[config.mk]
export PLATFORM = sky130hd
export DESIGN_NAME = ov7670_cfg_seq_flat
export DESIGN_NICKNAME = d
export VERILOG_FILES = /design/src/rtl/ov7670_cfg_seq_pkg.sv /design/src/rtl/ov7670_cfg_seq_if.sv /design/src/rtl/ov7670_cfg_seq_rom.sv /design/src/rtl/ov7670_cfg_seq.sv /design/src/flat_wrapper.sv
export SDC_FILE = /design/constraint.sdc
export NUM_CORES = 1
export LEC_CHECK = 0
export BUFFER_PORTS_ARGS = -buffer_cell sky130_fd_sc_hd__buf_4
export CAP_MARGIN = 20
export CORE_MARGIN = 3
export CORE_UTILIZATION = 29
export DETAILED_ROUTE_END_ITERATION = 12
export GPL_ROUTABILITY_DRIVEN = 0
export PLACE_DENSITY = 0.57
export SLEW_MARGIN = 40
export SYNTH_ARGS = -nofsm -noshare
export SYNTH_HDL_FRONTEND = slang
export SYNTH_SLANG_ARGS = --single-unit
[constraint.sdc]
create_clock -name clk -period 5.36 [get_ports clk]
set_input_delay 1.072 -clock clk [delete_from_list [all_inputs] [get_ports clk]]
set_output_delay 1.072 -clock clk [all_outputs]
set_load 0.02 [all_outputs]
[src/rtl/ov7670_cfg_seq_pkg.sv]
// Shared OV7670 constants, sequencer state encoding and the configuration table.
package ov7670_cfg_seq_pkg;

    // 7-bit SCCB slave id of the OV7670 (0x42 write / 0x43 read)
    localparam logic [6:0] OV_ID = 7'h21;

    // OV7670 register addresses used by the configuration table
    localparam logic [7:0] REG_CLKRC = 8'h11;
    localparam logic [7:0] REG_COM7  = 8'h12;
    localparam logic [7:0] REG_COM15 = 8'h40;
    localparam logic [7:0] REG_TSLB  = 8'h3A;
    localparam logic [7:0] REG_COM3  = 8'h0C;
    localparam logic [7:0] REG_COM14 = 8'h3E;
    localparam logic [7:0] REG_MVFP  = 8'h1E;

    // COM7 value that soft-resets all sensor registers
    localparam logic [7:0] COM7_RESET = 8'h80;

    typedef enum logic [2:0] {
        ST_IDLE,
        ST_ISSUE,
        ST_WAIT_FIN,
        ST_DELAY,
        ST_NEXT_CAM,
        ST_DONE
    } cfg_state_t;

    // Entry 0 must stay the soft reset: the sequencer inserts the settling
    // delay after it. Indices past the table return 0xFF/0xFF, the usual
    // end-of-list marker in OV7670 init tables.
    function automatic logic [15:0] cfg_entry(input logic [7:0] i);
        case (i)
            8'd0:    cfg_entry = {REG_COM7,  COM7_RESET};
            8'd1:    cfg_entry = {REG_COM7,  8'h04};     // RGB output
            8'd2:    cfg_entry = {REG_COM15, 8'hD0};     // RGB565, full range
            8'd3:    cfg_entry = {REG_CLKRC, 8'h01};     // pclk = xclk / 2
            8'd4:    cfg_entry = {REG_TSLB,  8'h04};
            8'd5:    cfg_entry = {REG_COM3,  8'h00};
            8'd6:    cfg_entry = {REG_COM14, 8'h00};
            8'd7:    cfg_entry = {REG_MVFP,  8'h07};
            default: cfg_entry = 16'hFFFF;
        endcase
    endfunction

endpackage

[src/rtl/ov7670_cfg_seq_if.sv]
// Request/completion signals between the config sequencer and the SCCB master.
interface ov7670_cfg_seq_if;
    logic       start_tx;
    logic [6:0] id;
    logic [7:0] addr;
    logic [7:0] data_wr;
    logic       sccb_ready;
    logic       finish_tx;

    // master: the sequencer issuing writes; slave: the SCCB engine serving them
    modport master (output start_tx, id, addr, data_wr, input sccb_ready, finish_tx);
    modport slave  (input start_tx, id, addr, data_wr, output sccb_ready, finish_tx);
endinterface

[src/rtl/ov7670_cfg_seq_rom.sv]
// Combinational configuration ROM: idx -> {register address, value}.
module ov7670_cfg_rom
    import ov7670_cfg_seq_pkg::*;
#(
    parameter int c_idx_w = 2
) (
    input  logic [c_idx_w-1:0] idx,
    output logic [7:0]         addr,
    output logic [7:0]         data
);

    // Table lives in the package so other blocks can share it
    always_comb begin
        {addr, data} = cfg_entry(8'(idx));
    end

endmodule

[src/rtl/ov7670_cfg_seq.sv]
// Writes the configuration ROM into each camera in turn through one SCCB
// master, pausing after the soft-reset write so the sensor can settle.
module ov7670_cfg_seq
    import ov7670_cfg_seq_pkg::*;
#(
    parameter int         c_nb_regs      = 4,
    parameter int         c_ncams        = 3,
    parameter int         c_delay_endcnt = 100000,
    parameter logic [6:0] c_id           = OV_ID
) (
    input  logic                clk,
    input  logic                rst,
    input  logic                start,
    ov7670_cfg_seq_if.master    bus,
    output logic [1:0]          cam_sel,
    output logic                busy,
    output logic                done
);

    localparam int IW = (c_nb_regs > 1) ? $clog2(c_nb_regs) : 1;
    localparam int DW = (c_delay_endcnt > 1) ? $clog2(c_delay_endcnt) : 1;

    localparam logic [IW-1:0] LAST_IDX = IW'(c_nb_regs - 1);
    localparam logic [DW-1:0] DLY_LAST = DW'(c_delay_endcnt - 1);
    localparam logic [1:0]    LAST_CAM = 2'(c_ncams - 1);

    cfg_state_t    state;
    logic [IW-1:0] idx;
    logic [DW-1:0] dly_cnt;
    logic          start_tx;
    logic [7:0]    addr;
    logic [7:0]    data_wr;
    logic [7:0]    rom_addr;
    logic [7:0]    rom_data;

    ov7670_cfg_rom #(.c_idx_w(IW)) u_rom (
        .idx  (idx),
        .addr (rom_addr),
        .data (rom_data)
    );

    assign bus.start_tx = start_tx;
    assign bus.id       = c_id;
    assign bus.addr     = addr;
    assign bus.data_wr  = data_wr;

    // Sequencer FSM; every output is a register updated here
    always_ff @(posedge clk or posedge rst) begin
        if (rst) begin
            state    <= ST_IDLE;
            idx      <= '0;
            dly_cnt  <= '0;
            start_tx <= 1'b0;
            addr     <= '0;
            data_wr  <= '0;
            cam_sel  <= '0;
            busy     <= 1'b0;
            done     <= 1'b0;
        end else begin
            start_tx <= 1'b0;
            case (state)
                ST_IDLE, ST_DONE: begin
                    if (start) begin
                        state   <= ST_ISSUE;
                        idx     <= '0;
                        cam_sel <= '0;
                        busy    <= 1'b1;
                        done    <= 1'b0;
                    end
                end
                ST_ISSUE: begin
                    // idx is frozen here, so addr/data settle before start_tx
                    // and hold through the whole transfer
                    addr    <= rom_addr;
                    data_wr <= rom_data;
                    if (bus.sccb_ready) begin
                        start_tx <= 1'b1;
                        state    <= ST_WAIT_FIN;
                    end
                end
                ST_WAIT_FIN: begin
                    if (bus.finish_tx) begin
                        if (idx == '0) begin
                            dly_cnt <= '0;
                            state   <= ST_DELAY;
                        end else if (idx == LAST_IDX) begin
                            state <= ST_NEXT_CAM;
                        end else begin
                            idx   <= idx + 1'b1;
                            state <= ST_ISSUE;
                        end
                    end
                end
                ST_DELAY: begin
                    if (dly_cnt == DLY_LAST) begin
                        dly_cnt <= '0;
                        idx     <= IW'(1);
                        state   <= ST_ISSUE;
                    end else begin
                        dly_cnt <= dly_cnt + 1'b1;
                    end
                end
                ST_NEXT_CAM: begin
                    if (cam_sel == LAST_CAM) begin
                        busy  <= 1'b0;
                        done  <= 1'b1;
                        state <= ST_DONE;
                    end else begin
                        cam_sel <= cam_sel + 1'b1;
                        idx     <= '0;
                        state   <= ST_ISSUE;
                    end
                end
                default: state <= ST_IDLE;
            endcase
        end
    end

endmodule

[src/flat_wrapper.sv]
// flat-port wrapper written by rule: the top's interface ports become plain ports
module ov7670_cfg_seq_flat import ov7670_cfg_seq_pkg::*;
#(
    parameter int         c_nb_regs      = 4,
    parameter int         c_ncams        = 3,
    parameter int         c_delay_endcnt = 100000,
    parameter logic [6:0] c_id           = OV_ID
)
  (clk, rst, start, cam_sel, busy, done, bus_start_tx, bus_id, bus_addr, bus_data_wr, bus_sccb_ready, bus_finish_tx);
  ov7670_cfg_seq_if bus_i ();
  input  logic clk;
  input  logic rst;
  input  logic start;
  output logic [1:0] cam_sel;
  output logic busy;
  output logic done;
  output wire logic [$bits(bus_i.start_tx)-1:0] bus_start_tx;
  output wire logic [$bits(bus_i.id)-1:0] bus_id;
  output wire logic [$bits(bus_i.addr)-1:0] bus_addr;
  output wire logic [$bits(bus_i.data_wr)-1:0] bus_data_wr;
  input wire logic [$bits(bus_i.sccb_ready)-1:0] bus_sccb_ready;
  input wire logic [$bits(bus_i.finish_tx)-1:0] bus_finish_tx;
  assign bus_start_tx = bus_i.start_tx;
  assign bus_id = bus_i.id;
  assign bus_addr = bus_i.addr;
  assign bus_data_wr = bus_i.data_wr;
  assign bus_i.sccb_ready = bus_sccb_ready;
  assign bus_i.finish_tx = bus_finish_tx;
  ov7670_cfg_seq #(.c_nb_regs(c_nb_regs), .c_ncams(c_ncams), .c_delay_endcnt(c_delay_endcnt), .c_id(c_id)) u_core (.clk(clk), .rst(rst), .start(start), .bus(bus_i), .cam_sel(cam_sel), .busy(busy), .done(done));
endmodule
==> impl_results.md <==
- Initial detailed-routing violation count: 139
- Initial Util: a little under a third
- Max Buffers Root-to-Sink: 2
- CP Max Fanout: 12
- Vias/cell: 4.68
- DRT Pass-1 Iters: 4
- Crit path max-delay cell type: or4b_1
- Post-CTS Hold Buffers: 0
- CP Cell Sequence: or4b_1 -> or4_4 -> o41a_1 -> nor2_4 -> nor2_1
- Worst skew pair latency: 0.29 ns
- Tightest Hold Check Type: register to register
- CTS tree: yes
- Syn Inst Count: 202
- Max cap viols: 0
- Sequential share of the synthesized area: a little over two fifths
- Via count: approximately 1400
- Final setup viols: 0
- Yosys top cell by area: dfrtp_1
- Setup Crit Path Kind: register to register
- Setup TNS: 0 ns
- Die Wd: 87.1 microns
- Vias in the first global route: 1302
- Status: finished clean
- Clock transition at path regs: 0.08 ns
- Area of the die: 7590 sq um
- Worst slew pin tran: 0.588 ns
- Startpoint types: register
- H-Tree Depth: 2
- Routed WL: 3.56 mm
- Clock Skew: 0.00940 ns
- Final hold viol count: 0
- Period utilisation layout: 46.9%
- Ant diodes: 0
- Remaining antenna violation count: 0
- PostCTS Resize Cnt: 0
- IO Pins: 33
- Buffers on Ports: 18
- Post-layout nets: 230
- # DRC: 0
- Design Area, Final: 2160 sq um
- Rows: 28
- FF+latch count, synth: 33
- Synth-to-Final Area Change: 13.0%
- Max Fclk: 0.398 GHz
- Hpwl dp: 2.51 mm
- Gr ovfl total: 0
- Core box area: 6130 sq um
- Pin count of the biggest net entering global routing: 34
- Leakage Power: ~0.95 nW
- Die span in y: 87.1 microns
- CTS Buf Count: 5
- Avg Cell Area, Syn: 9.45 sq um
- CP bufs+invs: 0
- GRT Total Usage: 10.1%
- Cell Pwr Density: 432 nW/um^2
- Share of layout cells above drive strength 1: 17.4%
- Unrepaired setup endpoints after global routing: false
- Synth warn: 0
- Slew Limit Fails: 0
- Root Buffer: clkbuf_8
- Relative slew slack: 60.7%
- VDD IR max: 0.238 mV
- Initial antenna violation count: 0
- Cell family with the largest share of critical-path delay: simple AND/OR/NAND/NOR gates
- Yosys top cell area share: 43.3%
- Crit end category: register
- Worst path required time: roughly 5.5 ns
- Clock sinks: 33
- Wire length per cell: 12.1 microns
- Number of setup buffers added after CTS: 0
- Placed cell areas: roughly 2000 sq um
- Synth cell types: 40
- Slowest stage delay, CP: 0.52 ns
- Top post-synthesis cells by area: dfrtp_1, buf_4, nor2_1
- First-pass GRT wire length: 6.07 mm
- CP arrival: 2.67 ns
- Final min period: ~2.5 ns
- Cell area after synthesis: approximately 1900 sq um
==> placed cells by master (no fill, tap or decap), types with 2 or more instances in the layout <==
master,count
dfrtp_1,33
nor2_1,27
buf_4,19
a21oi_1,14
conb_1,14
nand2_1,13
inv_1,9
nand3_1,7
xor2_1,7
ha_1,7
nand4_1,6
nand2b_1,5
nor3_1,5
xnor2_1,5
o21ai_0,5
mux2_2,5
clkbuf_8,5
nor3b_1,3
nor2b_1,2
a211oi_1,2
or2_2,2
a22o_1,2
mux2i_1,2
and4_1,2
==> cell families after synthesis <==
logic type | synth area share, %
flip-flops | 43.3
XOR/XNOR | 5.50
AO/OA/AOI/OAI | 11.2
buffers and inverters | 9.89
other | 0.393
AND/OR/NAND/NOR | 21.2
multiplexers | 4.00
adder cells (fa/ha/maj) | 4.59
==> layout make-up <==
cell class              instances  area (sq um)
well taps                      75          93.8
clock inverters                 3          46.3
repair buffers                 19           143
multi-input cells             150           946
fillers                       615          3970
inverters                       9          33.8
flip-flops and latches         33           826
clock buffers                   5          68.8
==> where the power goes <==
| part | switching, mW | total [mW] | internal [mW] |
|---|---|---|---|
| combinational | 0.204 | 0.337 | 0.133 |
| clock | 0.0998 | 0.239 | 0.139 |
| sequential | 0.0615 | 0.356 | 0.295 |
==> Yosys cell counts <==
cell type	number
ha_1	7
nor4b_1	1
nor2b_1	2
a32o_1	1
inv_1	9
o32ai_1	1
o41ai_4	1
mux2_2	5
mux2i_1	2
nor3_1	5
and4_1	2
o21bai_1	1
a211oi_1	2
o22ai_1	1
buf_4	17
a22o_1	2
buf_2	1
buf_6	1
a21oi_1	14
a2111oi_0	1
or4b_1	1
or2_2	2
a31oi_1	1
nand3_1	7
nor3b_1	3
nand2_1	13
conb_1	2
nor2_4	1
o21ai_0	5
nand4_1	6
clkbuf_1	3
xor2_1	7
nand2b_1	5
o41a_1	1
or4_4	1
dfrtp_1	33
xnor2_1	5
and3_1	1
nor2_1	27
nor4_1	2
==> final timing paths <==
| check | from | cells past startpoint | slack (ns) | end |
|---|---|---|---|---|
| max reg2reg | u_core.dly_cnt[5]$_DFFE_PP0P_ | 5 | 2.85 | u_core.dly_cnt[5]$_DFFE_PP0P_ |
| min reg2reg | u_core.bus.data_wr[2]$_DFFE_PP0N_ | 1 | 0.52 | u_core.bus.data_wr[2]$_DFFE_PP0N_ |
| min in group asynchronous | rst | 3 | 0.87 | u_core.bus.data_wr[6]$_DFFE_PP0N_ |
| max in group asynchronous | rst | 3 | 4.17 | u_core.dly_cnt[10]$_DFFE_PP0P_ |
| min | u_core.bus.data_wr[2]$_DFFE_PP0N_ | 1 | 0.52 | u_core.bus.data_wr[2]$_DFFE_PP0N_ |
| max | u_core.dly_cnt[5]$_DFFE_PP0P_ | 5 | 2.85 | u_core.dly_cnt[5]$_DFFE_PP0P_ |
==> worst register-to-register path: stages (launching register included) <==
cell     delay, ns
dfrtp_1       0.45
or4b_1        0.52
or4_4         0.51
o41a_1        0.52
nor2_4        0.30
nor2_1        0.09
==> per-stage QoR <==
stage          utilization, %  instances  power (mW)  hold WS (ns)  worst slack [ns]
2_1_floorplan               -        214       0.625         0.502              3.03
3_3_place_gp             33.2        286       0.700         0.498              2.80
3_5_place_dp             33.2        286       0.699         0.506              2.71
4_1_cts                  35.1        294       0.947         0.534              2.82
5_1_grt                  35.2        294        1.00         0.555              2.73
6_report                 35.2        294       0.932         0.520              2.85
==> registers in the layout (all words and copies together) (netlist names) <==
| name | count |
|---|---|
| u_core.dly_cnt | 17 |
| u_core.idx | 2 |
| u_core.bus.data_wr | 4 |
| u_core.state | 3 |
| u_core.busy | 1 |
| u_core.bus.start_tx | 1 |
| u_core.cam_sel | 2 |
| u_core.done | 1 |
| u_core.bus.addr | 2 |
==> per-layer routing <==
layer | global-route usage [%] | vias to the layer above | share of wire (%)
li1 | - | 698 | -
met1 | 13.2 | 648 | 48
met2 | 15.5 | 26 | 47
met3 | 2.74 | 4 | 3.9
met4 | 5.02 | 0 | 1.3
met5 | 0 | - | 0
Power figures use the tool's default switching activity.
